`src/rtl/branch_predictor_if.sv`:
```
// Fetch-lookup and branch-resolve bundle between the pipeline and the branch predictor.
// Latency: none of its own; it only carries signals.
// Backpressure: none. The resolving stage presents each branch for exactly one cycle.
//
// Signals, as seen by the predictor (slave modport):
//   in : clear, pc_in, upd_valid, upd_pc, upd_taken, upd_target, upd_pred_taken, upd_pred_target
//   out: pred_taken, pred_target, mispredict, redirect_pc, stat_branches, stat_mispredicts
interface branch_predictor_if #(
    parameter int XLEN = 32
);
    logic            clear;
    logic [XLEN-1:0] pc_in;
    logic            pred_taken;
    logic [XLEN-1:0] pred_target;
    logic            upd_valid;
    logic [XLEN-1:0] upd_pc;
    logic            upd_taken;
    logic [XLEN-1:0] upd_target;
    logic            upd_pred_taken;
    logic [XLEN-1:0] upd_pred_target;
    logic            mispredict;
    logic [XLEN-1:0] redirect_pc;
    logic [31:0]     stat_branches;
    logic [31:0]     stat_mispredicts;

    // Pipeline side: it drives lookups and resolved branches.
    modport master (
        output clear, pc_in, upd_valid, upd_pc, upd_taken, upd_target,
               upd_pred_taken, upd_pred_target,
        input  pred_taken, pred_target, mispredict, redirect_pc,
               stat_branches, stat_mispredicts
    );

    // Predictor side.
    modport slave (
        input  clear, pc_in, upd_valid, upd_pc, upd_taken, upd_target,
               upd_pred_taken, upd_pred_target,
        output pred_taken, pred_target, mispredict, redirect_pc,
               stat_branches, stat_mispredicts
    );
endinterface

```
`src/rtl/branch_predictor.sv`:
```
// Dynamic branch predictor: a direct-mapped BTB with a saturating direction counter per entry.
// Latency: lookup and mispredict/redirect are combinational; a table update is visible the cycle after it is presented.
// Backpressure: none. Each resolved branch is accepted in its single upd_valid cycle.
//
// Ports: clk (all state on the rising edge); reset (asynchronous, active low);
//        bp (branch_predictor_if.slave): fetch lookup, branch resolution, mispredict redirect, statistics.
// Optional feature: define BP_STATS_EN to build the saturating stat_branches and stat_mispredicts counters.
//                   Without it, both outputs are tied to zero.
module branch_predictor #(
    parameter int XLEN         = 32,
    parameter int ENTRIES      = 16,
    parameter int COUNTER_BITS = 2,
    parameter int TAG_BITS     = 8
) (
    input  logic               clk,
    input  logic               reset,
    branch_predictor_if.slave  bp
);
    localparam int IDX = $clog2(ENTRIES);

    typedef logic [IDX-1:0]          idx_t;
    typedef logic [TAG_BITS-1:0]     tag_t;
    typedef logic [COUNTER_BITS-1:0] ctr_t;
    typedef logic [XLEN-1:0]         addr_t;

    // Weakly not-taken is MSB 0 with the rest 1. Weakly taken is MSB 1 with the rest 0.
    localparam ctr_t CTR_WNT = ctr_t'((1 << (COUNTER_BITS - 1)) - 1);
    localparam ctr_t CTR_WT  = ctr_t'(1 << (COUNTER_BITS - 1));
    localparam ctr_t CTR_MAX = {COUNTER_BITS{1'b1}};

    // Packed tables, so that reset and clear each write the whole array in a single assignment.
    logic [ENTRIES-1:0]                 valid_q;
    logic [ENTRIES-1:0][TAG_BITS-1:0]   tag_q;
    logic [ENTRIES-1:0][XLEN-1:0]       tgt_q;
    logic [ENTRIES-1:0][COUNTER_BITS-1:0] ctr_q;

    // ---------------- Lookup (reads the registered table, with no bypass) ----------------
    idx_t lk_idx;
    tag_t lk_tag;
    logic lk_hit;

    assign lk_idx = bp.pc_in[IDX+1:2];
    assign lk_tag = bp.pc_in[IDX+TAG_BITS+1:IDX+2];
    assign lk_hit = valid_q[lk_idx] && (tag_q[lk_idx] == lk_tag);

    assign bp.pred_taken  = lk_hit && ctr_q[lk_idx][COUNTER_BITS-1];
    assign bp.pred_target = bp.pred_taken ? tgt_q[lk_idx] : bp.pc_in + addr_t'(4);

    // ---------------- Resolve: mispredict and redirect ----------------
    assign bp.mispredict  = bp.upd_valid &&
                            ((bp.upd_pred_taken != bp.upd_taken) ||
                             (bp.upd_taken && (bp.upd_pred_target != bp.upd_target)));
    assign bp.redirect_pc = bp.upd_taken ? bp.upd_target : bp.upd_pc + addr_t'(4);

    // ---------------- Update: next state of the one indexed entry ----------------
    idx_t  up_idx;
    tag_t  up_tag;
    logic  up_hit;
    logic  wr_en;
    tag_t  tag_d;
    addr_t tgt_d;
    ctr_t  ctr_d;

    assign up_idx = bp.upd_pc[IDX+1:2];
    assign up_tag = bp.upd_pc[IDX+TAG_BITS+1:IDX+2];
    assign up_hit = valid_q[up_idx] && (tag_q[up_idx] == up_tag);

    always_comb begin
        wr_en = 1'b0;
        tag_d = tag_q[up_idx];
        tgt_d = tgt_q[up_idx];
        ctr_d = ctr_q[up_idx];
        if (bp.upd_valid) begin
            if (up_hit) begin
                wr_en = 1'b1;
                if (bp.upd_taken) begin
                    ctr_d = (ctr_q[up_idx] == CTR_MAX) ? CTR_MAX : ctr_q[up_idx] + ctr_t'(1);
                    tgt_d = bp.upd_target;
                end else begin
                    ctr_d = (ctr_q[up_idx] == '0) ? '0 : ctr_q[up_idx] - ctr_t'(1);
                end
            end else if (bp.upd_taken) begin
                // Allocate only on a taken branch. A not-taken miss leaves any occupant of the slot in place.
                wr_en = 1'b1;
                tag_d = up_tag;
                tgt_d = bp.upd_target;
                ctr_d = CTR_WT;
            end
        end
    end

    always_ff @(posedge clk or negedge reset) begin
        if (!reset) begin
            valid_q <= '0;
            tag_q   <= '0;
            tgt_q   <= '0;
            ctr_q   <= {ENTRIES{CTR_WNT}};
        end else if (bp.clear) begin
            // clear takes priority over an update in the same cycle. Tags and targets go stale but are unreachable.
            valid_q <= '0;
            ctr_q   <= {ENTRIES{CTR_WNT}};
        end else if (wr_en) begin
            valid_q[up_idx] <= 1'b1;
            tag_q[up_idx]   <= tag_d;
            tgt_q[up_idx]   <= tgt_d;
            ctr_q[up_idx]   <= ctr_d;
        end
    end

    // ---------------- Statistics ----------------
`ifdef BP_STATS_EN
    logic [31:0] stat_br_q, stat_br_d;
    logic [31:0] stat_mp_q, stat_mp_d;

    // Both counters saturate at all-ones rather than wrapping.
    always_comb begin
        stat_br_d = stat_br_q;
        stat_mp_d = stat_mp_q;
        if (bp.upd_valid && (stat_br_q != 32'hFFFF_FFFF)) stat_br_d = stat_br_q + 32'd1;
        if (bp.mispredict && (stat_mp_q != 32'hFFFF_FFFF)) stat_mp_d = stat_mp_q + 32'd1;
    end

    // Only reset clears the counters. clear leaves them untouched.
    always_ff @(posedge clk or negedge reset) begin
        if (!reset) begin
            stat_br_q <= '0;
            stat_mp_q <= '0;
        end else begin
            stat_br_q <= stat_br_d;
            stat_mp_q <= stat_mp_d;
        end
    end

    assign bp.stat_branches    = stat_br_q;
    assign bp.stat_mispredicts = stat_mp_q;
`else
    assign bp.stat_branches    = '0;
    assign bp.stat_mispredicts = '0;
`endif
endmodule
```
`src/flat_wrapper.sv`:
```
// flat-port wrapper written by rule: the top's interface ports become plain ports
module branch_predictor_flat 
#(
    parameter int XLEN         = 32,
    parameter int ENTRIES      = 16,
    parameter int COUNTER_BITS = 2,
    parameter int TAG_BITS     = 8
)
  (clk, reset, bp_clear, bp_pc_in, bp_upd_valid, bp_upd_pc, bp_upd_taken, bp_upd_target, bp_upd_pred_taken, bp_upd_pred_target, bp_pred_taken, bp_pred_target, bp_mispredict, bp_redirect_pc, bp_stat_branches, bp_stat_mispredicts);
  branch_predictor_if #(.XLEN(XLEN)) bp_i ();
  input  logic clk;
  input  logic reset;
  input wire logic [$bits(bp_i.clear)-1:0] bp_clear;
  input wire logic [$bits(bp_i.pc_in)-1:0] bp_pc_in;
  input wire logic [$bits(bp_i.upd_valid)-1:0] bp_upd_valid;
  input wire logic [$bits(bp_i.upd_pc)-1:0] bp_upd_pc;
  input wire logic [$bits(bp_i.upd_taken)-1:0] bp_upd_taken;
  input wire logic [$bits(bp_i.upd_target)-1:0] bp_upd_target;
  input wire logic [$bits(bp_i.upd_pred_taken)-1:0] bp_upd_pred_taken;
  input wire logic [$bits(bp_i.upd_pred_target)-1:0] bp_upd_pred_target;
  output wire logic [$bits(bp_i.pred_taken)-1:0] bp_pred_taken;
  output wire logic [$bits(bp_i.pred_target)-1:0] bp_pred_target;
  output wire logic [$bits(bp_i.mispredict)-1:0] bp_mispredict;
  output wire logic [$bits(bp_i.redirect_pc)-1:0] bp_redirect_pc;
  output wire logic [$bits(bp_i.stat_branches)-1:0] bp_stat_branches;
  output wire logic [$bits(bp_i.stat_mispredicts)-1:0] bp_stat_mispredicts;
  assign bp_i.clear = bp_clear;
  assign bp_i.pc_in = bp_pc_in;
  assign bp_i.upd_valid = bp_upd_valid;
  assign bp_i.upd_pc = bp_upd_pc;
  assign bp_i.upd_taken = bp_upd_taken;
  assign bp_i.upd_target = bp_upd_target;
  assign bp_i.upd_pred_taken = bp_upd_pred_taken;
  assign bp_i.upd_pred_target = bp_upd_pred_target;
  assign bp_pred_taken = bp_i.pred_taken;
  assign bp_pred_target = bp_i.pred_target;
  assign bp_mispredict = bp_i.mispredict;
  assign bp_redirect_pc = bp_i.redirect_pc;
  assign bp_stat_branches = bp_i.stat_branches;
  assign bp_stat_mispredicts = bp_i.stat_mispredicts;
  branch_predictor #(.XLEN(XLEN), .ENTRIES(ENTRIES), .COUNTER_BITS(COUNTER_BITS), .TAG_BITS(TAG_BITS)) u_core (.clk(clk), .reset(reset), .bp(bp_i));
endmodule
```
`config.mk`:
```
export PLATFORM = sky130hd
export DESIGN_NAME = branch_predictor_flat
export DESIGN_NICKNAME = d
export VERILOG_FILES = /design/src/rtl/branch_predictor_if.sv /design/src/rtl/branch_predictor.sv /design/src/flat_wrapper.sv
export SDC_FILE = /design/constraint.sdc
export NUM_CORES = 1
export LEC_CHECK = 0
export CAP_MARGIN = 20
export CORE_ASPECT_RATIO = 0.8
export CORE_UTILIZATION = 45
export CTS_CLUSTER_DIAMETER = 120
export DETAILED_ROUTE_END_ITERATION = 10
export GPL_TIMING_DRIVEN = 0
export HOLD_SLACK_MARGIN = 0.15
export SYNTH_ARGS = -nofsm -noshare
export SYNTH_HDL_FRONTEND = slang
export SYNTH_SLANG_ARGS = --single-unit
```
`constraint.sdc`:
```
create_clock -name clk -period 4.11 [get_ports clk]
set_input_delay 0.411 -clock clk [delete_from_list [all_inputs] [get_ports clk]]
set_output_delay 0.411 -clock clk [all_outputs]
set_load 0.02 [all_outputs]
```
==> metrics, run 1 <==
pwr/cell area 364.8 mW/mm²; dpl ws -2.760 ns; outcome finished with violations; CP Class reg2out; fin worst setup slack -0.4900 ns; Root Driver clkbuf_16; top_reg_cell synth dfrtp_1; final setup vio count 33; Least-Margin Pin Slew 1.251 ns; fin. max-slew vios 0; violated checks negative setup slack; Critical Path AT ~4.2 ns; Row Count 96; P&R area growth vs syn 19.23%; count of input and output buffers 195; Max Clock Freq 217.4 MHz; FF-to-FF setup slack 0.39 ns; First DRT Iteration DRCs 3,466; io pins 264; Avg Inst Size Synth roughly 15 µm²; initial antenna violation count 4; Die Span X 333.4 µm; Die Y roughly 270 µm; Vias/cell 6.518; Vias around 28k; first-pass detailed-route iteration total 5; Slew Limit Headroom 0.1661; Req. time, crit path about 3.7 ns; clk_lat worst skew ~0.66 ns; dominant cell type by area after synthesis dfrtp_1; sequential element share of the synthesized area 0.4359; VDD IR-drop max 0.2836 mV; Leakage Power 21.18 nW; largest net degree at the start of global routing 123; CORE AREA 0.08636 mm²; synthesis-stage register bit count 688; crit-path max FO 6; Antenna Nets Post-Route 0; GPL Wtd Cong 0.9577; final instance area 0.04714 mm²; total power 17.20 mW; RSZ-0062 raised after global routing yes; Setup crit start kind register; reg2reg end u_core.tgt_q[339]; gr usage total 0.3277; Reg clk slew, reported paths 0.06 ns; r2r worst-path depth 10; Syn Inst Count 2,700; post-synth top area share 0.4253; Max Cap Violations 0; Synth cell types 61; grt total ovfl 0; CP endpoint kind output port; top cells by area, synth dfrtp_1 (43%), mux4_2 (22%), mux2_2 (18%), mux2_1 (1.5%), buf_4 (1.4%); # H-tree levels 3; first-pass GRT wire length between 200,000 and 250,000 µm; Synth async-reset ratio 1.000; wire per inst 33.92 µm; Hold Vio Cnt, Final 0; CTS Buf Count between 70 and 80; worst r2r src u_core.tag_q[27]; layout cells sized above 1 0.4939; Cell Area, Placed 0.04373 mm²; final net count 3,222; DP HPWL 103,900 µm; commonest non-fill, non-tap cell in the layout dfrtp_1; initial core utilization 0.4579; Synth Cell Area 0.03954 mm²; CTS sink cnt 688; final wirelength ~140,000 µm; drt drc 0; HP Class in2async; min Tclk post-route 4.600 ns; CTS tree done; maximum clock insertion buffer count 3; most frequent cells in the layout dfrtp_1 (672), mux2_2 (630), mux4_2 (395); Post-synth EDFFs 0; number of global-route vias before repair ~28k; Syn. warnings 0; period utilization 1.119; Setup Skew 0.03051 ns; die area 0.08907 mm²
## state kept, by name (all words and copies together), names as in the netlist
| signal | count |
|---|---|
| u_core.ctr_q | 32 |
| u_core.tag_q | 128 |
| u_core.tgt_q | 512 |
| u_core.valid_q | 16 |
## worst max path at each step
stage          slack [ns]             start            endpoint
2_1_floorplan        0.20       bp_pc_in[2]  bp_pred_target[18]
3_3_place_gp       -27.55             reset    u_core.tag_q[54]
3_5_place_dp        -2.76       bp_pc_in[2]  bp_pred_target[12]
4_1_cts             -0.44  u_core.tag_q[93]   bp_pred_target[9]
5_1_grt             -0.47  u_core.tag_q[93]  bp_pred_target[12]
6_report            -0.49  u_core.tag_q[93]  bp_pred_target[12]
## layout make-up
class	count	area, µm²
Inverter	26	97.59
Multi-Input combinational cell	1740	21230
Tap cell	1127	1410
Timing Repair Buffer	244	2684
Antenna cell	1	2.502
Buffer	307	2063
Fill cell	7051	39220
Clock inverter	17	148.9
Clock buffer	116	2273
Sequential cell	688	17240
## cells in the mapped netlist (31+ instances only)
master,instances
xor2_1,57
nand2_1,98
buf_4,74
clkbuf_1,113
buf_2,87
nor2_1,63
mux4_2,395
mux2_2,631
nand3_1,31
xnor2_1,41
dfrtp_1,672
a21oi_1,46
o21ai_0,59
mux2_1,52
mux2i_1,40
## stage by stage
step	hold WS (ns)	utilization	TNS (ns)	std cells
2_1_floorplan	0.1154	-	0	2763
3_3_place_gp	0.4852	0.4995	-	4085
3_5_place_dp	0.4971	0.5064	-1105.81	4118
4_1_cts	0.4116	0.5420	-11.29	4261
5_1_grt	0.4490	0.5459	-13.19	4265
6_report	0.3869	0.5459	-12.96	4266
## worst max-delay path: stages (launching register included)
cell and delay (ns):
dfrtp_1 0.39, mux4_2 0.48, mux4_2 0.57, xnor2_4 0.22, o211ai_1 0.30, or4b_4 0.80, buf_6 0.20, clkbuf_16 0.18
nor2_4 0.16, a21oi_4 0.07, buf_6 0.14
## timing repair
| item | CTS | global route |
|---|---|---|
| setup endpoints to repair | 749 | 679 |
| hold endpoints to repair | 118 | 0 |
| cloned | 2 | 0 |
| hold buffers | 1 | 0 |
| gates resized for setup | 371 | 105 |
| setup buffers | 9 | 2 |
| pin swaps | 12 | 14 |
## metal layers
layer	wire [µm]	global-route usage	part of all wire
met5	8	0	0.000055
met4	4628	0.09852	0.032
met3	15270	0.08718	0.11
met2	63510	0.4812	0.44
met1	61290	0.4761	0.42
## cell families (layout without fill, tap and decap cells)
| logic type | after synthesis | count (layout) | share of synthesized area |
|---|---|---|---|
| DFF | 688 | 688 | 0.4359 |
| adders and majority gates | 6 | 6 | 0.001835 |
| xor gates and xnor gates | 98 | 98 | 0.02171 |
| AOI/OAI and AO/OA | 172 | 172 | 0.02927 |
| buffers and inverters | 335 | 710 | 0.04414 |
| and+or+nand+nor | 282 | 282 | 0.03743 |
| muxes | 1118 | 1118 | 0.4296 |
| other | 1 | 65 | 0.00009484 |
## report_power, final
part / switching [mW] / internal [mW] / total [mW]
clock: 2.95 / 3.88 / 6.83
sequential: 0.304 / 7.20 / 7.50
combinational: 1.52 / 1.35 / 2.87
No activity file was read; power rests on OpenSTA's default activity.
==> run 2, diff against run 1 <==
Settings changed: CTS_BUF_LIST set to sky130_fd_sc_hd__clkbuf_8.
==> metrics, run 2 (synthesized netlist as in run 1, its figures left out) <==
CTS tree done; period utilization 1.150; largest reg by FF count u_core.tgt_q; Setup Skew 0.04090 ns; DP HPWL 103,900 µm; fin. max-slew vios 0; Max Clock Freq 211.5 MHz; Max Cap Violations 0; drt drc 0; violated checks negative setup slack; P&R area growth vs syn 19.08%; HP Class in2async; commonest non-fill, non-tap cell in the layout dfrtp_1; VDD IR-drop max 0.2986 mV; CP most frequent cell o211ai_1; FF-to-FF setup slack between 0.3 and 0.4 ns; min Tclk post-route approximately 4.7 ns; CORE AREA between 0.08 and 0.09 mm²; CTS sink cnt roughly 690; fin worst setup slack -0.6174 ns; Antenna Nets Post-Route 0; layout filler cell count 7,088; CP Class in2out; worst r2r src u_core.tag_q[27]; Worst path slowest cell or4b_4; number of global-route vias before repair 28.71k; Vias/cell 6.435; die area 0.08907 mm²; CTS Buf Count between 100 and 150; initial antenna violation count 6; Die Span X 333.4 µm; Cell Area, Placed between 0.04 and 0.05 mm²; final setup vio count 33; setup TNS -16.68 ns; switching share of power 0.2839; First DRT Iteration DRCs 3,304; Hold WS between 0.2 and 0.25 ns; clk_lat worst skew 0.78 ns; initial core utilization 0.4579; Die Y 267.1 µm; Placed Cells roughly 4k; first-pass GRT wire length 207,000 µm; layout cells sized above 1 0.4998; Row Count 96; GPL Wtd Cong 0.9577; Vias about 28k; final instance area 0.04709 mm²; Pint about 12 mW; count of input and output buffers approximately 200; Req. time, crit path 3.70 ns; crit-path leading delay family buffers and inverters; non-filler instance count after layout 4,340; P_sw 4.817 mW; dpl ws -2.760 ns; io pins 264; final wirelength 144,600 µm; Leakage Power 21.30 nW; Layout Utilization 0.5452; grt total ovfl 0; reg2reg end u_core.tag_q[107]; outcome finished with violations; Flop pwr share 0.442; CP endpoint kind output port; maximum clock insertion buffer count 3; crit-path cells clkdlybuf4s50_1 -> buf_4 -> buf_4 -> buf_2 -> nand3_1 -> o211ai_1 -> o211ai_1 -> o211ai_1 -> o211ai_1 -> or4b_4 -> buf_6 -> clkbuf_16 -> nor2_4 -> a21oi_4 -> buf_6; final net count 3,257; Clk network pwr share 0.389; crit-path max cell delay 0.79 ns; total power between 15 and 20 mW; first-pass detailed-route iteration total 6; RSZ-0062 raised after global routing yes; WP buf/inv 7; Least-Margin Pin Slew 1.172 ns; pwr/cell area about 360 mW/mm²; Critical Path AT roughly 4.3 ns; largest net degree at the start of global routing approximately 120; Reg clk slew, reported paths 0.06 ns; most frequent cells in the layout dfrtp_1 (672), mux2_2 (630), mux4_2 (395); gr usage total 0.3264; CP Launch Point bp_pc_in[3]; combinational share of power 0.169; Hold Vio Cnt, Final 0; Slew Limit Headroom 0.2184; crit-path max FO 10; wire per inst between 30 and 40 µm; Largest register FFs 512; # H-tree levels 3; Setup crit start kind input pin; top flop regs u_core.tgt_q: 512 flops, u_core.tag_q: 128 flops, u_core.ctr_q: 32 flops; Root Driver clkbuf_8; r2r worst-path depth 10
[run 2: cell count changes in the layout (fill, tap and decap cells not counted), sizes merged, moves of 5 or more]
cell,delta
inv,+29
clkbuf,+25
buf,+10
clkinv,+7
clkdlybuf4s50,+5
[run 2: worst register-to-register path, delay by kind of cell, from the launching register on]
kind	cells	cell delay, ns
AND/OR/NAND/NOR	2	0.30
XOR/XNOR	1	0.20
flip-flops	1	0.39
AO/OA/AOI/OAI	2	0.83
buffers and inverters	2	0.71
multiplexers	3	1.22
[run 2: layer usage]
metal	wire length [µm]	vias up	GRT usage
met5	8	-	0
met4	5162	2	0.1152
met2	62870	1557	0.4719
met3	15520	297	0.09934
li1	-	11112	-
met1	61010	14959	0.4658
[run 2: what timing repair did]
action | in CTS | in global routing
hold buffers | 1 | 0
setup endpoints to repair | 744 | 650
hold endpoints to repair | 118 | 0
resized for setup | 311 | 117
pin swaps | 10 | 10
gates cloned | 0 | 1
setup buffers | 7 | 2
[run 2: power by group through the flow]
| stage | Combinational [mW] | Sequential [mW] | Clock [mW] |
|---|---|---|---|
| 2_1_floorplan | 1.70 | 7.50 | 0 |
| 3_3_place_gp | 2.66 | 7.58 | 0 |
| 3_5_place_dp | 2.77 | 7.61 | 0 |
| 4_1_cts | 2.81 | 7.48 | 6.68 |
| 5_1_grt | 3.01 | 7.55 | 6.98 |
| 6_report | 2.86 | 7.50 | 6.60 |
[run 2: worst max path at each step]
stage | to | slack [ns] | cells after the start
after global routing | bp_pred_target[9] | -0.57 | 8
after detailed placement | bp_pred_target[12] | -2.76 | 13
after floorplan | bp_pred_target[18] | 0.20 | 10
after global placement | u_core.tag_q[54] | -27.55 | 1
final | bp_pred_target[12] | -0.62 | 15
after CTS | bp_pred_target[12] | -0.57 | 10
[run 2: cell type report]
cell class | instances | area, µm² | share of cell area
clock buffer | 155 | 2133 | 0.04531
inverter | 26 | 97.59 | 0.002073
timing repair buffer | 242 | 2685 | 0.05702
clock inverter | 55 | 352.8 | 0.007493
tap | 1127 | 1410 | 0.02995
buffer | 305 | 1938 | 0.04116
antenna | 2 | 5.005 | 0.0001063
sequential | 688 | 17240 | 0.3661
multi-input combinational | 1740 | 21230 | 0.4508
